--- src/rtl/dmem_lsu.sv ---
// dmem_lsu: MEM-stage load/store unit; loads return in cycle 3, SW writes in cycle 1, SB/SH read-modify-write.
// Define LSU_BYTE_WE_EN to add o_dmem_be and turn SB/SH into direct byte-enabled writes.
module dmem_lsu #(
  parameter int ADDR_W    = 32,
  parameter bit RST_READY = 1'b1
) (
  input  logic              i_clk,
  input  logic              i_rst_n,
  input  logic              i_valid,
  output logic              o_ready,
  input  logic              i_is_store,
  input  logic [2:0]        i_funct3,
  input  logic [ADDR_W-1:0] i_addr,
  input  logic [31:0]       i_wdata,
  input  logic [4:0]        i_rd,
  output logic              o_wb_valid,
  output logic [4:0]        o_wb_rd,
  output logic [31:0]       o_wb_data,
  output logic              o_exc,
  output logic [ADDR_W-1:0] o_dmem_addr,
  output logic              o_dmem_we,
  output logic [31:0]       o_dmem_wdata,
`ifdef LSU_BYTE_WE_EN
  output logic [3:0]        o_dmem_be,
`endif
  input  logic [31:0]       i_dmem_rdata
);

  localparam logic [1:0] S_IDLE    = 2'd0;
  localparam logic [1:0] S_RD      = 2'd1;
  localparam logic [1:0] S_RD_WAIT = 2'd2;
  localparam logic [1:0] S_WR      = 2'd3;

  logic [1:0]  state;
  logic        boot;
  logic        req_store;
  logic [2:0]  req_f3;
  logic [1:0]  req_lane;
  logic [4:0]  req_rd;
  logic [31:0] req_wdata;

  logic        f3_ok;
  logic        align_ok;
  logic [4:0]  shamt;
  logic [31:0] rd_shift;
  logic [31:0] ld_ext;
  logic [31:0] st_mask;
  logic [31:0] merged;

  // boot keeps o_ready low for the first post-reset cycle when RST_READY = 0
  assign o_ready = i_rst_n && (state == S_IDLE) && (RST_READY || !boot);

  always_comb begin
    if (i_is_store) begin
      f3_ok = (i_funct3 <= 3'd2);
    end else begin
      f3_ok = (i_funct3 != 3'd3) && (i_funct3 != 3'd6) && (i_funct3 != 3'd7);
    end
    case (i_funct3[1:0])
      2'b01:   align_ok = !i_addr[0];
      2'b10:   align_ok = (i_addr[1:0] == 2'b00);
      default: align_ok = 1'b1;
    endcase
  end

  // Load extraction and sub-word merge both work on the word shifted by the latched lane
  always_comb begin
    shamt    = {req_lane, 3'b000};
    rd_shift = i_dmem_rdata >> shamt;
    case (req_f3)
      3'b000:  ld_ext = {{24{rd_shift[7]}}, rd_shift[7:0]};
      3'b001:  ld_ext = {{16{rd_shift[15]}}, rd_shift[15:0]};
      3'b100:  ld_ext = {24'h0, rd_shift[7:0]};
      3'b101:  ld_ext = {16'h0, rd_shift[15:0]};
      default: ld_ext = rd_shift;
    endcase
    st_mask = (req_f3[0] ? 32'h0000_ffff : 32'h0000_00ff) << shamt;
    merged  = (i_dmem_rdata & ~st_mask) | ((req_wdata << shamt) & st_mask);
  end

`ifdef LSU_BYTE_WE_EN
  logic [3:0]  be_next;
  logic [31:0] bw_data;

  always_comb begin
    case (i_funct3[1:0])
      2'b00: begin
        be_next = 4'b0001 << i_addr[1:0];
        bw_data = {4{i_wdata[7:0]}};
      end
      2'b01: begin
        be_next = 4'b0011 << i_addr[1:0];
        bw_data = {2{i_wdata[15:0]}};
      end
      default: begin
        be_next = 4'b1111;
        bw_data = i_wdata;
      end
    endcase
  end
`endif

  always_ff @(posedge i_clk) begin
    if (!i_rst_n) begin
      state        <= S_IDLE;
      boot         <= 1'b1;
      req_store    <= 1'b0;
      req_f3       <= 3'd0;
      req_lane     <= 2'd0;
      req_rd       <= 5'd0;
      req_wdata    <= 32'd0;
      o_wb_valid   <= 1'b0;
      o_wb_rd      <= 5'd0;
      o_wb_data    <= 32'd0;
      o_exc        <= 1'b0;
      o_dmem_addr  <= '0;
      o_dmem_we    <= 1'b0;
      o_dmem_wdata <= 32'd0;
`ifdef LSU_BYTE_WE_EN
      o_dmem_be    <= 4'b0000;
`endif
    end else begin
      boot       <= 1'b0;
      o_wb_valid <= 1'b0;
      o_exc      <= 1'b0;
      case (state)
        S_IDLE: begin
          if (i_valid && o_ready) begin
            req_store <= i_is_store;
            req_f3    <= i_funct3;
            req_lane  <= i_addr[1:0];
            req_rd    <= i_rd;
            req_wdata <= i_wdata;
            if (!(f3_ok && align_ok)) begin
              o_exc <= 1'b1;
            end else begin
              o_dmem_addr <= {i_addr[ADDR_W-1:2], 2'b00};
              if (!i_is_store) begin
                state <= S_RD;
              end else begin
`ifdef LSU_BYTE_WE_EN
                state        <= S_WR;
                o_dmem_we    <= 1'b1;
                o_dmem_wdata <= bw_data;
                o_dmem_be    <= be_next;
`else
                if (i_funct3 == 3'b010) begin
                  state        <= S_WR;
                  o_dmem_we    <= 1'b1;
                  o_dmem_wdata <= i_wdata;
                end else begin
                  state <= S_RD;
                end
`endif
              end
            end
          end
        end
        S_RD: begin
          state <= S_RD_WAIT;
        end
        S_RD_WAIT: begin
          if (req_store) begin
            state        <= S_WR;
            o_dmem_we    <= 1'b1;
            o_dmem_wdata <= merged;
          end else begin
            state      <= S_IDLE;
            o_wb_valid <= 1'b1;
            o_wb_data  <= ld_ext;
            o_wb_rd    <= req_rd;
          end
        end
        default: begin
          state     <= S_IDLE;
          o_dmem_we <= 1'b0;
`ifdef LSU_BYTE_WE_EN
          o_dmem_be <= 4'b0000;
`endif
        end
      endcase
    end
  end

endmodule
--- config.mk ---
export PLATFORM = sky130hd
export DESIGN_NAME = dmem_lsu
export DESIGN_NICKNAME = d
export VERILOG_FILES = /design/src/rtl/dmem_lsu.sv
export SDC_FILE = /design/constraint.sdc
export NUM_CORES = 1
export LEC_CHECK = 0
export ABC_AREA = 1
export BUFFER_PORTS_ARGS = -buffer_cell sky130_fd_sc_hd__buf_2
export CORE_MARGIN = 1.5
export CORE_UTILIZATION = 45
export DETAILED_ROUTE_END_ITERATION = 8
export PLACE_DENSITY = 0.71
export SYNTH_ARGS = -nofsm -noshare
export SYNTH_HDL_FRONTEND = slang
export SYNTH_SLANG_ARGS = --single-unit
--- constraint.sdc ---
create_clock -name i_clk -period 4.1 [get_ports i_clk]
set_input_delay 0.615 -clock i_clk [delete_from_list [all_inputs] [get_ports i_clk]]
set_output_delay 0.615 -clock i_clk [all_outputs]
set_load 0.02 [all_outputs]
## After elaboration in Yosys (flattened, before gate mapping)

Index checks and enable logic that the tools add are counted.

| storage, ports and cells | value |
|---|---|
| register bits after elaboration | 147 |
| input bits | 108 |
| output and inout bits | 105 |
| word-level logic and storage cells | 81 |

| cells by class | value |
|---|---|
| order comparisons | 1 |
| equal/unequal tests | 16 |
| shift operators | 3 |
| muxes and demuxes | 24 |
| bitwise operators | 6 |
| reductions and logical operators | 18 |

Operator list:

| operator | number |
|---|---|
| two-way mux 32 bit | 5 |
| case mux 32 bit (4 select lines) | 1 |
| bitwise AND 32 bit | 2 |
| case mux 32 bit (2 select lines) | 1 |
| NOT 32 bit | 1 |
| OR 32 bit | 1 |
| left shift 16 x 5 -> 32 bit | 1 |
| left shift 32 x 5 -> 32 bit | 1 |
| >> shifter 32 x 5 -> 32 bit | 1 |
| two-way mux 16 bit | 1 |
| AND reduction 6 bit | 2 |
| two-way mux 2 bit | 5 |
| two-way mux 1 bit | 8 |
| AND reduction 2 bit | 4 |
| equality test 3 bit, second input constant | 2 |
| inequality test 2 x 1 -> 1 bit, second input constant | 3 |
| inequality test 3 bit, second input constant | 2 |
| case mux 2 bit (3 select lines) | 1 |
| AND reduction 3 bit | 2 |
| logical AND 1 bit | 5 |
| equality test 2 x 1 -> 1 bit, second input constant | 2 |
| equality test 2 bit, second input constant | 2 |
| logical NOT 2 bit | 2 |
| inequality test 2 bit, second input constant | 2 |
| other kinds (10) | 11 |

## Logic depth before layout (Yosys ltp)

| logic depth | value |
|---|---|
| depth in word-level cells | 8 |
| gate-level depth with buffers | 13 |
| gate-level depth less buffers | 12 |

## Worst setup path before layout

No wires, ideal clock.

| timing path | value |
|---|---|
| path kind | input to register |
| start | input i_funct3[0] |
| end | register o_dmem_wdata[12] |
| data arrival time | 1.822 ns |
| data required time | 3.987 ns |
| setup slack | 2.166 ns |
| cell stages on the path | 11 |
| buffers on the path | 2 |
| cells stage by stage | inv_1 ha_1 inv_1 nor2_1 o21ai_0 nor2_4 nand3_2 buf_6 buf_6 nor2_1 nor2_1 |

| on the way | value |
|---|---|
| word-level cells in the longest chain between the ends | 7 |
| elaborated cells between the ends (all ways) | 15 |
| those cells by class | 1 x order compare; 8 x eq/ne; 2 x mux; 4 x reduce/logical |

RTL lines:

| what | line | source |
|---|---|---|
| start: declaration | 12 | `input logic [2:0] i_funct3,` |
| branches (longest 6 deep; another with less-or-equal comparator 3 x 2 -> 1 bit) | -- |  |
| AND reduction 6 bit (no line) * | -- |  |
| end signal: assignment | 150 | `o_dmem_wdata <= i_wdata;` |
| end signal: assignment | 166 | `o_dmem_wdata <= merged;` |
| end: declaration | 22 | `output logic [31:0] o_dmem_wdata,` |

Every way passes the cells marked *.
A chain may end at the register's enable or synchronous reset.

## Worst setup path after layout

| timing path | value |
|---|---|
| start | input i_funct3[0] |
| end | register o_dmem_wdata[22] |

The elaborated chain is that of the path after synthesis.

==> Flow_metrics.wiki <==
{| class="wikitable"
! Metric !! Value
|-
| Antenna violations before repair || 3
|-
| Kind of start point of the critical path || primary input
|-
| Cell types with the largest area share after synthesis || sky130_fd_sc_hd__dfxtp_1, sky130_fd_sc_hd__nand2_1, sky130_fd_sc_hd__o21ai_0
|-
| Arrival time of the worst setup path || 2.95 ns
|-
| Cell accounting for the most synthesized area || sky130_fd_sc_hd__dfxtp_1
|-
| Filler Cell Count || 1,510
|-
| # Max-Cap Violations || 0
|-
| Maximum number of pins on one net before global-route repair || 102
|-
| Hold WC Path Type || in2reg
|-
| Run status || completed
|-
| Post-CTS setup buffer count || 0
|-
| Synthesized flop and latch total || 139
|-
| First-pass GRT wire length || 32.8 mm
|-
| I/O pin count || 213
|-
| Rows || 45
|-
| CTS tree || done
|-
| Mean number of vias per cell || 5.04
|-
| Unique cell type count in the Yosys netlist || 28
|-
| Router iterations before antenna repair || 5
|-
| Post-synthesis to final-layout area growth || 23.3%
|-
| DP HPWL || 15.2 mm
|-
| Number of pins with negative max-slew slack in the final report || 0
|-
| Average routed wire per standard cell || 14.9 um
|-
| Synthesis Warnings || 0
|-
| Portion of the clock cycle consumed by the worst path in the final layout || 64.5%
|-
| Headroom to the max-slew limit || 35.5%
|-
| Cell at the slowest stage of the critical path || sky130_fd_sc_hd__nand3_2
|-
| Initial detailed-routing violation count || 669
|-
| Die footprint || 0.0164 sq mm
|-
| Layout Cell Area excl Fill || 0.00866 sq mm
|-
| Global Route Usage Sum || 25.8%
|-
| Cell-by-cell listing of the critical path || buf_2 -> inv_1 -> ha_1 -> inv_1 -> nor2_1 -> o21ai_0 -> nor2_4 -> nand3_2 -> nor2_1 -> nor2_1
|-
| Count of clock tree sinks || 139
|-
| Post-CTS sizing || 0
|-
| End point of the most critical hold path || req_rd[4]
|-
| Worst Path Required || 4.41 ns
|-
| Most frequent cell after synthesis || sky130_fd_sc_hd__nand2_1
|-
| Y dimension of the die || 128 um
|-
| Core ar. || 0.0152 sq mm
|-
| Maximum operating frequency || 378 MHz
|-
| Number of I/O port buffers || 210
|-
| Slew at the pin with the worst max-slew slack || 0.968 ns
|-
| Clock latency of the later-clocked register in the worst-skew pair || 0.42 ns
|-
| Portion of synthesized cell area occupied by the leading cell type || 39.7%
|-
| TritonCTS Buffers || 17
|-
| Total global routing overflow || 0
|-
| RSZ-0062 raised after global routing || no
|-
| Clock skew || 0.00809 ns
|-
| Cell depth of the worst setup path || 10
|-
| Hold depth || 3
|-
| Type of the worst setup path || in2reg
|-
| Number of hold violations in the final report || 0
|-
| Asr flop ratio synth || 0%
|-
| Most frequent cells after synthesis || sky130_fd_sc_hd__nand2_1, sky130_fd_sc_hd__dfxtp_1, sky130_fd_sc_hd__o21ai_0, sky130_fd_sc_hd__inv_1, sky130_fd_sc_hd__a21oi_1
|-
| Largest fanout of any net on the critical path || 48
|-
| Clock transition at the registers of the reported paths || 0.06 ns
|-
| Effective utilization at floorplan || 46.2%
|-
| Most repeated library cell on the critical path || sky130_fd_sc_hd__nor2_1
|-
| Post-Synthesis Cells || 1,077
|-
| RePlAce Congestion || 0.928
|-
| RR Startpoint || state[0]
|-
| Post-route minimum period || 2.64 ns
|-
| Total Neg Setup Slack || 0 ns
|-
| Vias in the first global route || 6,446
|-
| Power per cell area || 404 mW/mm^2
|-
| CP peak stage delay || 0.76 ns
|-
| Number of synthesized flops with an enable pin || 0
|-
| Cell family contributing the most delay on the critical path || simple AND/OR/NAND/NOR gates
|-
| Share of cells above drive strength 1 || 21.2%
|-
| Buffer type at the clock tree root || sky130_fd_sc_hd__clkbuf_16
|-
| Number of H-tree branching levels || 4
|-
| Die X || 128 um
|-
| R2R Setup Slk || 1.57 ns
|-
| Sequential fraction of the synthesis area || 39.7%
|-
| Setup crit end kind || register
|-
| Post-Syn Area per Cell || 6.52 sq um
|-
| Vias post-DR || 7,274
|-
| Number of buffers added to fix hold violations after cts || 0
|-
| Placed instance area || 0.00802 sq mm
|-
| Residual antenna-violating net count after detailed routing || 0
|-
| Netlist area before placement || 0.00702 sq mm
|-
| Top flip-flop cell by instance count after synthesis || sky130_fd_sc_hd__dfxtp_1
|-
| Clock Path Buffers || 2
|-
| Capturing point of the worst reg2reg path || o_dmem_wdata[22]
|-
| Net count of the finished layout || 1,351
|-
| Largest vdd supply drop || 0.314 mV
|-
| Critical path buffer and inverter count || 3
|-
| Total length of routed wires || 21.5 mm
|-
| Final setup violation count || 0
|-
| Remaining DRCs || 0
|-
| Depth of the worst register-to-register path || 7
|-
| Beginning of the worst hold path || i_rd[4]
|-
| Pleak || 0.00443 uW
|}
==> flip-flops by register name, summed over array words and instances (netlist names) <==
signal,flops
o_exc,1
req_lane,2
o_wb_rd,5
req_wdata,24
o_dmem_we,1
o_dmem_addr,30
state,2
req_store,1
o_wb_data,32
req_f3,3
req_rd,5
o_dmem_wdata,32
o_wb_valid,1
==> cells by family (layout without fill, tap and decap cells) <==
| group | after synthesis | count (layout) | synth area share, % |
|---|---|---|---|
| buffers and inverters | 199 | 374 | 11.6 |
| AND/OR/NAND/NOR | 453 | 453 | 26.3 |
| adder cells (fa/ha/maj) | 3 | 3 | 0.535 |
| AO/OA/AOI/OAI | 282 | 282 | 21.8 |
| flip-flops | 139 | 139 | 39.7 |
| other | 1 | 3 | 0.0534 |
==> through the flow <==
| stage | total power (uW) | hold WS [ns] | utilization, % | worst slack (ns) | std cells |
|---|---|---|---|---|---|
| 2_1_floorplan | 1710 | 0.430 | - | 2.17 | 1078 |
| 3_3_place_gp | 1860 | 0.447 | 52.8 | 1.19 | 1409 |
| 3_5_place_dp | 1860 | 0.451 | 52.8 | 1.07 | 1409 |
| 4_1_cts | 3510 | 0.408 | 56.9 | 1.48 | 1441 |
| 5_1_grt | 3630 | 0.420 | 56.9 | 1.19 | 1441 |
| 6_report | 3490 | 0.424 | 56.9 | 1.46 | 1442 |
==> power by group <==
group	internal [uW]	switching (uW)	total [uW]	leakage [uW]
combinational	132	294	426	0.00300
clock	1040	622	1660	0.000307
sequential	1390	19.6	1410	0.00113
total	2560	935	3490	0.00443
==> worst register-to-register path: stages, from the launching register on <==
cell,delay (ns)
sky130_fd_sc_hd__dfxtp_1,0.43
sky130_fd_sc_hd__nor2_4,0.12
sky130_fd_sc_hd__nand2_4,0.19
sky130_fd_sc_hd__nand2_2,0.11
sky130_fd_sc_hd__nor2_4,0.34
sky130_fd_sc_hd__nand3_2,0.76
sky130_fd_sc_hd__nor2_1,0.38
sky130_fd_sc_hd__nor2_1,0.08
==> worst max-delay path by stage <==
stage                           start  slack [ns]                to
after floorplan           i_funct3[0]        2.17  o_dmem_wdata[12]
after global placement    i_funct3[0]        1.19  o_dmem_wdata[15]
after detailed placement  i_funct3[0]        1.07  o_dmem_wdata[22]
after CTS                 i_funct3[0]        1.48  o_dmem_wdata[22]
after global routing      i_funct3[0]        1.19  o_dmem_wdata[22]
final                     i_funct3[0]        1.46  o_dmem_wdata[22]
==> layout make-up <==
cell class,instances,area [sq um],share of cell area [%]
flip-flops and latches,139,2780,32.2
diodes,1,2.50,0.0289
repair buffers,218,1110,12.8
clock inverters,14,194,2.24
well taps,188,235,2.72
multi-input cells,740,3420,39.6
clock buffers,18,439,5.07
inverters,124,465,5.38
==> layer usage <==
metal / global-route usage [%] / wire length [um] / share of wire [%]
met1: 33.5 / 9550 / 44
met2: 41.2 / 9540 / 44
met3: 7.68 / 1910 / 8.9
met4: 8.79 / 451 / 2.1
met5: 0 / 12 / 0.056
==> cells in the final DEF, fill, tap and decap left out, drive strengths merged, types with 3 or more instances in the layout <==
master,count
inv,125
o31ai,8
o21bai,17
o21ai,128
o211ai,14
a21oi,106
nand2,299
clkinv,7
o21a,8
dfxtp,139
buf,218
nor2,94
bufinv,4
clkbuf,18
nand3b,8
nand3,51
ha,3
Note: power is estimated with default switching activity, not from simulation.
